$ cat config.mk
export PLATFORM = sky130hd
export DESIGN_NAME = spi_sample_scheduler
export DESIGN_NICKNAME = d
export VERILOG_FILES = /design/src/rtl/spi_sched_pkg.sv /design/src/rtl/spi_cmd_table.sv /design/src/rtl/spi_sample_scheduler.sv
export SDC_FILE = /design/constraint.sdc
export NUM_CORES = 1
export LEC_CHECK = 0
export ABC_CLOCK_PERIOD_IN_PS = 6800
export CAP_MARGIN = 10
export CORE_MARGIN = 5
export CORE_UTILIZATION = 59
export CTS_CLUSTER_SIZE = 8
export DETAILED_ROUTE_END_ITERATION = 10
export PLACE_DENSITY = 0.92
export SKIP_LAST_GASP = 1
export SYNTH_ARGS = -nofsm -noshare
export SYNTH_HDL_FRONTEND = slang
export SYNTH_SLANG_ARGS = --single-unit
$ cat constraint.sdc
create_clock -name Clk_ik -period 6.8 [get_ports Clk_ik]
set_clock_uncertainty 0.05 [all_clocks]
set_input_delay 2.04 -clock Clk_ik [delete_from_list [all_inputs] [get_ports Clk_ik]]
set_output_delay 2.04 -clock Clk_ik [all_outputs]
set_load 0.05 [all_outputs]
$ cat src/rtl/spi_sched_pkg.sv
// Shared types and constants for the SPI sample scheduler.
// Latency: none (declarations only).
// Backpressure: none (declarations only).
package spi_sched_pkg;

  localparam int DataWidth         = 16;
  localparam int SlotAddrWidth     = 4;
  localparam int TimeoutCountWidth = 8;

  typedef enum logic [2:0] {
    IDLE,
    WAIT_TICK,
    ISSUE,
    WAIT_DONE,
    PUBLISH
  } state_t;

  // Saturating increment used by the timeout tally.
  function automatic logic [TimeoutCountWidth-1:0] satIncrement(
    input logic [TimeoutCountWidth-1:0] value
  );
    return (&value) ? value : value + 1'b1;
  endfunction

endpackage

$ cat src/rtl/spi_cmd_table.sv
// Command word register file, one entry per frame slot.
// Latency: write takes effect at the clock edge; read is combinational.
// Backpressure: none; writes to addresses beyond the last slot are dropped.
module spi_cmd_table
  import spi_sched_pkg::*;
#(
  parameter int NumberOfSlots = 4
) (
  input  logic                     Clk_ik,
  input  logic                     Reset_i,
  input  logic                     Write_i,
  input  logic [SlotAddrWidth-1:0] WriteAddr_ib4,
  input  logic [DataWidth-1:0]     WriteData_ib16,
  input  logic [SlotAddrWidth-1:0] ReadAddr_ib4,
  output logic [DataWidth-1:0]     ReadData_ob16
);

  logic [DataWidth-1:0] entries [NumberOfSlots];

  // Synchronous write; matching only existing slots drops out-of-range addresses.
  always_ff @(posedge Clk_ik) begin
    if (Reset_i) begin
      for (int i = 0; i < NumberOfSlots; i++) entries[i] <= '0;
    end else if (Write_i) begin
      for (int i = 0; i < NumberOfSlots; i++) begin
        if (WriteAddr_ib4 == SlotAddrWidth'(i)) entries[i] <= WriteData_ib16;
      end
    end
  end

  // Combinational read; a same-cycle write is not yet visible here.
  always_comb begin
    ReadData_ob16 = '0;
    for (int i = 0; i < NumberOfSlots; i++) begin
      if (ReadAddr_ib4 == SlotAddrWidth'(i)) ReadData_ob16 = entries[i];
    end
  end

endmodule

$ cat src/rtl/spi_sample_scheduler.sv
// Periodic frame sequencer for the multi-MISO SPI core, with timeout and overrun tracking.
// Latency: enable 1 cycle after tick or after completion; frame valid 2 cycles after last completion.
// Backpressure: none; ticks arriving mid-frame are dropped and flagged as overrun.
module spi_sample_scheduler
  import spi_sched_pkg::*;
#(
  parameter int NumberOfMisoChannels = 1,
  parameter int NumberOfSlots        = 4,
  parameter int PeriodCycles         = 2000,
  parameter int TimeoutCycles        = 64
) (
  input  logic                                                Clk_ik,
  input  logic                                                Reset_i,
  input  logic                                                Run_i,
  input  logic                                                ClearErrors_i,
  input  logic                                                CmdWrite_i,
  input  logic [3:0]                                          CmdAddr_ib4,
  input  logic [15:0]                                         CmdData_ib16,
  output logic                                                EnableTransfer_o,
  output logic [15:0]                                         Command_ob16,
  input  logic [16*NumberOfMisoChannels-1:0]                  SpiData_ib,
  input  logic                                                SpiDataUpdated_i,
  output logic [16*NumberOfMisoChannels*NumberOfSlots-1:0]    q_Result_ob,
  output logic                                                q_FrameValid_o,
  output logic                                                q_Busy_o,
  output logic                                                q_TimeoutError_o,
  output logic                                                q_Overrun_o,
  output logic [7:0]                                          q_TimeoutCount_ob8
);

  localparam int SlotBits     = DataWidth * NumberOfMisoChannels;
  localparam int PeriodWidth  = (PeriodCycles > 1) ? $clog2(PeriodCycles) : 1;
  localparam int TimeoutWidth = $clog2(TimeoutCycles);
  localparam logic [PeriodWidth-1:0]   PeriodLast  = PeriodWidth'(PeriodCycles - 1);
  localparam logic [TimeoutWidth-1:0]  TimeoutLast = TimeoutWidth'(TimeoutCycles - 1);
  localparam logic [SlotAddrWidth-1:0] LastSlot    = SlotAddrWidth'(NumberOfSlots - 1);

  state_t                          state;
  state_t                          nextState;
  logic [PeriodWidth-1:0]          periodCount;
  logic [TimeoutWidth-1:0]         timeoutCount;
  logic [SlotAddrWidth-1:0]        slot;
  logic [SlotAddrWidth-1:0]        loadSlot;
  logic [DataWidth-1:0]            tableReadData;
  logic [SlotBits*NumberOfSlots-1:0] staging;
  logic                            tick;
  logic                            issueLoad;
  logic                            spiDone;
  logic                            timeoutHit;
  logic                            overrunHit;

  assign tick       = Run_i && (periodCount == PeriodLast);
  assign issueLoad  = (nextState == ISSUE);
  assign loadSlot   = (state == WAIT_DONE) ? slot + 1'b1 : '0;
  assign spiDone    = (state == WAIT_DONE) && SpiDataUpdated_i;
  // A completion in the expiry cycle takes priority over the timeout.
  assign timeoutHit = (state == WAIT_DONE) && !SpiDataUpdated_i && (timeoutCount == TimeoutLast);
  assign overrunHit = tick && (state != WAIT_TICK) && (state != IDLE);

  spi_cmd_table #(
    .NumberOfSlots (NumberOfSlots)
  ) cmdTable (
    .Clk_ik         (Clk_ik),
    .Reset_i        (Reset_i),
    .Write_i        (CmdWrite_i),
    .WriteAddr_ib4  (CmdAddr_ib4),
    .WriteData_ib16 (CmdData_ib16),
    .ReadAddr_ib4   (loadSlot),
    .ReadData_ob16  (tableReadData)
  );

  // Free-running period counter while running, parked at zero otherwise.
  always_ff @(posedge Clk_ik) begin
    if (Reset_i || !Run_i || periodCount == PeriodLast) periodCount <= '0;
    else                                                periodCount <= periodCount + 1'b1;
  end

  // State register.
  always_ff @(posedge Clk_ik) begin
    if (Reset_i) state <= IDLE;
    else         state <= nextState;
  end

  // Next-state logic; losing Run_i ends the frame once the current transfer resolves.
  always_comb begin
    nextState = state;
    case (state)
      IDLE:      if (Run_i) nextState = WAIT_TICK;
      WAIT_TICK: begin
        if (!Run_i)    nextState = IDLE;
        else if (tick) nextState = ISSUE;
      end
      ISSUE:     nextState = WAIT_DONE;
      WAIT_DONE: begin
        if (SpiDataUpdated_i) begin
          if (!Run_i)                nextState = IDLE;
          else if (slot == LastSlot) nextState = PUBLISH;
          else                       nextState = ISSUE;
        end else if (timeoutHit) begin
          nextState = Run_i ? WAIT_TICK : IDLE;
        end
      end
      PUBLISH:   nextState = WAIT_TICK;
      default:   nextState = IDLE;
    endcase
  end

  // State-decoded outputs.
  always_comb begin
    EnableTransfer_o = 1'b0;
    q_Busy_o         = 1'b0;
    case (state)
      ISSUE:            begin EnableTransfer_o = 1'b1; q_Busy_o = 1'b1; end
      WAIT_DONE, PUBLISH: q_Busy_o = 1'b1;
      default:          ;
    endcase
  end

  // Slot index and command word are latched on entry to ISSUE; timeout counter runs in WAIT_DONE.
  always_ff @(posedge Clk_ik) begin
    if (Reset_i) begin
      slot         <= '0;
      Command_ob16 <= '0;
      timeoutCount <= '0;
    end else begin
      if (issueLoad) begin
        slot         <= loadSlot;
        Command_ob16 <= tableReadData;
      end
      if (state == ISSUE)          timeoutCount <= '0;
      else if (state == WAIT_DONE) timeoutCount <= timeoutCount + 1'b1;
    end
  end

  // Capture each slot's multi-channel word as its completion arrives.
  always_ff @(posedge Clk_ik) begin
    if (Reset_i) begin
      staging <= '0;
    end else if (spiDone) begin
      for (int s = 0; s < NumberOfSlots; s++) begin
        if (slot == SlotAddrWidth'(s)) staging[s*SlotBits +: SlotBits] <= SpiData_ib;
      end
    end
  end

  // Publish the whole frame at once, visible the cycle after PUBLISH.
  always_ff @(posedge Clk_ik) begin
    if (Reset_i) begin
      q_Result_ob    <= '0;
      q_FrameValid_o <= 1'b0;
    end else begin
      q_FrameValid_o <= (state == PUBLISH);
      if (state == PUBLISH) q_Result_ob <= staging;
    end
  end

  // Sticky error flags and timeout tally; a new event beats a coincident clear.
  always_ff @(posedge Clk_ik) begin
    if (Reset_i) begin
      q_TimeoutError_o   <= 1'b0;
      q_Overrun_o        <= 1'b0;
      q_TimeoutCount_ob8 <= '0;
    end else begin
      if (timeoutHit)         q_TimeoutError_o <= 1'b1;
      else if (ClearErrors_i) q_TimeoutError_o <= 1'b0;

      if (overrunHit)         q_Overrun_o <= 1'b1;
      else if (ClearErrors_i) q_Overrun_o <= 1'b0;

      if (timeoutHit)         q_TimeoutCount_ob8 <= ClearErrors_i ? 8'd1 : satIncrement(q_TimeoutCount_ob8);
      else if (ClearErrors_i) q_TimeoutCount_ob8 <= '0;
    end
  end

endmodule

==> out/metrics.cfg <==
[status]
outcome = finished clean

[pwr]
peakVddDrop_mv = 0.194
p_per_area_mw_per_mm2 = 259
p_leak_uw = 0.00417
p_clk_frac = 0.491
internal_power_uw = 2520
netSwitchingFraction = 0.213
power_switching_uw = 682
power.total_uw = 3200
combPwrFrac = 0.033
p_seq_frac = 0.475

[logic_synthesis]
yosysSeqAreaShare = 0.551
yosysTopAreaCellShare = 0.359
yosysTopAreaCell = dfxtp_1
synth_most_common_cell = nand2_1
synth_common_cells = 246 x nand2_1, 187 x a21oi_1, 179 x dfxtp_1
ys_async_sr_fraction = 0
synthesis.area_mm2 = 0.00999
ys_top_cells_by_area = dfxtp_1 36%, edfxtp_1 19%, a21oi_1 9.4%, nand2_1 9.2%, and2_1 4.3%
yosys.cell_types.count = 49
syn-num-nets = 1170
synthCells = 1121
synth.yosys.warnings = 0
postSynthAreaPerCell_um2 = 8.92
synth-edff-count = 64
synth-seq-cells = 243
synthFlopType = dfxtp_1

[cts]
cts_buffer_depth = 3
clkLatencyLatePin_ns = 0.51
root_buffer = clkbuf_16
cts_resized = 0
clk_pin_slew_ns = 0.05
tritoncts.num_buffers = 36
htree_levels = 2
cts_tree = done
clock_sinks = 243
cts_hold_buffers = 0
cts_setup_buffers = 0

[setup_path]
cp_cell_sequence = nand2b_1 -> nor2_1 -> clkdlybuf4s50_1
critPathMaxFanout = 10
crit_type = reg -> out
crit_path_start_kind = flip-flop
worstPathRequired_ns = 4.71
slowest_stage = clkdlybuf4s50_1
cpPeakStageDelay_ns = 0.85
arrival_ns = 2.29
endpoint_kind = primary output

[drt]
drtIter0Drc = 884
wl_per_cell_um = 18.3
drt-pass1-iter-count = 5
route.detailed.drc = 0
drt-total-wl_um = 26700
vias = 8679
ant_nets = 0
viasPerCell = 5.96

[placement]
dp_slack_ns = 2.61
place_area_mm2 = 0.0114
dp_hpwl_um = 16000
port_buffers = 134
gp_congestion = 0.841

[sta]
fin_crit_sh = 0.644
period_needed_ns = 4.38
rsz0062_at_grt = false
max_freq_mhz = 228
hold_viol = 0
relSlewSlack = 0.202
worst_slew_pin_slew_ns = 1.20
slew_violations = 0
setup_tns_ns = 0
fin_ws_ns = 2.42
setup_violations = 0

[cells_and_area]
nNetsFinal = 1273
fill_cells = 1099
layout-drive-gt1-share = 0.0583
diodes = 0
design_area_mm2 = 0.0124
synthToLayoutAreaGrowth_pct = 23.8
fin_util = 0.746

[floorplanning]
coreArea_mm2 = 0.0166
die_h_um = 140
die_w_um = 140
core.rowCount = 47
ios = 135
initial_utilization = 0.603
die_area_mm2 = 0.0196

[global_routing]
grt_usage = 0.261
grt_pass1_vias = 8431
grt_max_degree = 107
grt_pass1_wl_um = 42200
grt_overflow = 0
antenna_found_initial = 0

[run]
drv_cap = 0

[min_path]
min_path_type = reg -> reg

-- cell families (layout without fill, tap and decap cells) --
logic type / after synthesis / in the layout / synth area share
AOI/OAI and AO/OA: 274 / 274 / 0.164
DFF: 243 / 243 / 0.551
and+or+nand+nor: 485 / 485 / 0.222
xor gates and xnor gates: 18 / 18 / 0.0158
adders and majority gates: 7 / 7 / 0.00876
buffers and inverters: 94 / 209 / 0.0386
-- path summary, 6_finish.rpt --
path / start / endpoint / slack, ns / cells after the start
max: state[1] / EnableTransfer_o / 2.42 / 3
min: staging[57] / q_Result_ob[57] / 0.40 / 2
max reg2reg: slot[1] / Command_ob16[12] / 3.34 / 8
min reg2reg: staging[57] / q_Result_ob[57] / 0.40 / 2
-- critical path, delay by kind of cell (launching register included) --
kind / cells / cell delay (ns)
DFF: 1 / 0.50
buffers and inverters: 1 / 0.85
and+or+nand+nor: 2 / 0.44
-- final cells by class --
cell class | instances | area (um^2) | area share
clock buffer | 46 | 938 | 0.0759
inverter | 10 | 37.5 | 0.00303
multi-input combinational | 784 | 4110 | 0.332
tap | 220 | 275 | 0.0223
clock inverter | 4 | 51.3 | 0.00415
sequential | 243 | 5510 | 0.445
timing repair buffer | 149 | 1450 | 0.117
-- cells in the final DEF (no fill, tap or decap), drive strengths merged, types with 17 or more instances in the layout --
cell and count:
edfxtp 64, o22ai 17, and2 68, nand3 60
clkbuf 46, dfxtp 179, nand2 246, nor2 68
a21oi 187, clkdlybuf4s50 133
-- per-stage QoR --
| step | instances | hold slack [ns] |
|---|---|---|
| 2_1_floorplan | 1121 | 0.380 |
| 3_3_place_gp | 1405 | 0.386 |
| 3_5_place_dp | 1405 | 0.393 |
| 4_1_cts | 1455 | 0.398 |
| 5_1_grt | 1456 | 0.419 |
| 6_report | 1456 | 0.400 |
-- per-layer routing --
layer	share of wire	track usage	wire length, um
met1	0.37	0.315	9950
met5	0	0	0
met2	0.49	0.446	13200
met4	0.048	0.131	1270
met3	0.085	0.0494	2280
-- state kept, by name (all words and copies together) (netlist names), 4 cells and up --
signal and flops:
timeoutCount 6, cmdTable.entries 64, periodCount 11, slot 4
q_Result_ob 64, Command_ob16 16, q_TimeoutCount_ob8 8, staging 64
-- power groups by stage --
stage	Sequential [uW]	Clock [uW]	Combinational, uW
after floorplan	1540	0	52.9
after global placement	1550	0	100
after detailed placement	1550	0	103
after CTS	1520	1580	105
after global routing	1520	1650	114
final	1520	1570	106
(Power assumes the default switching activity.)
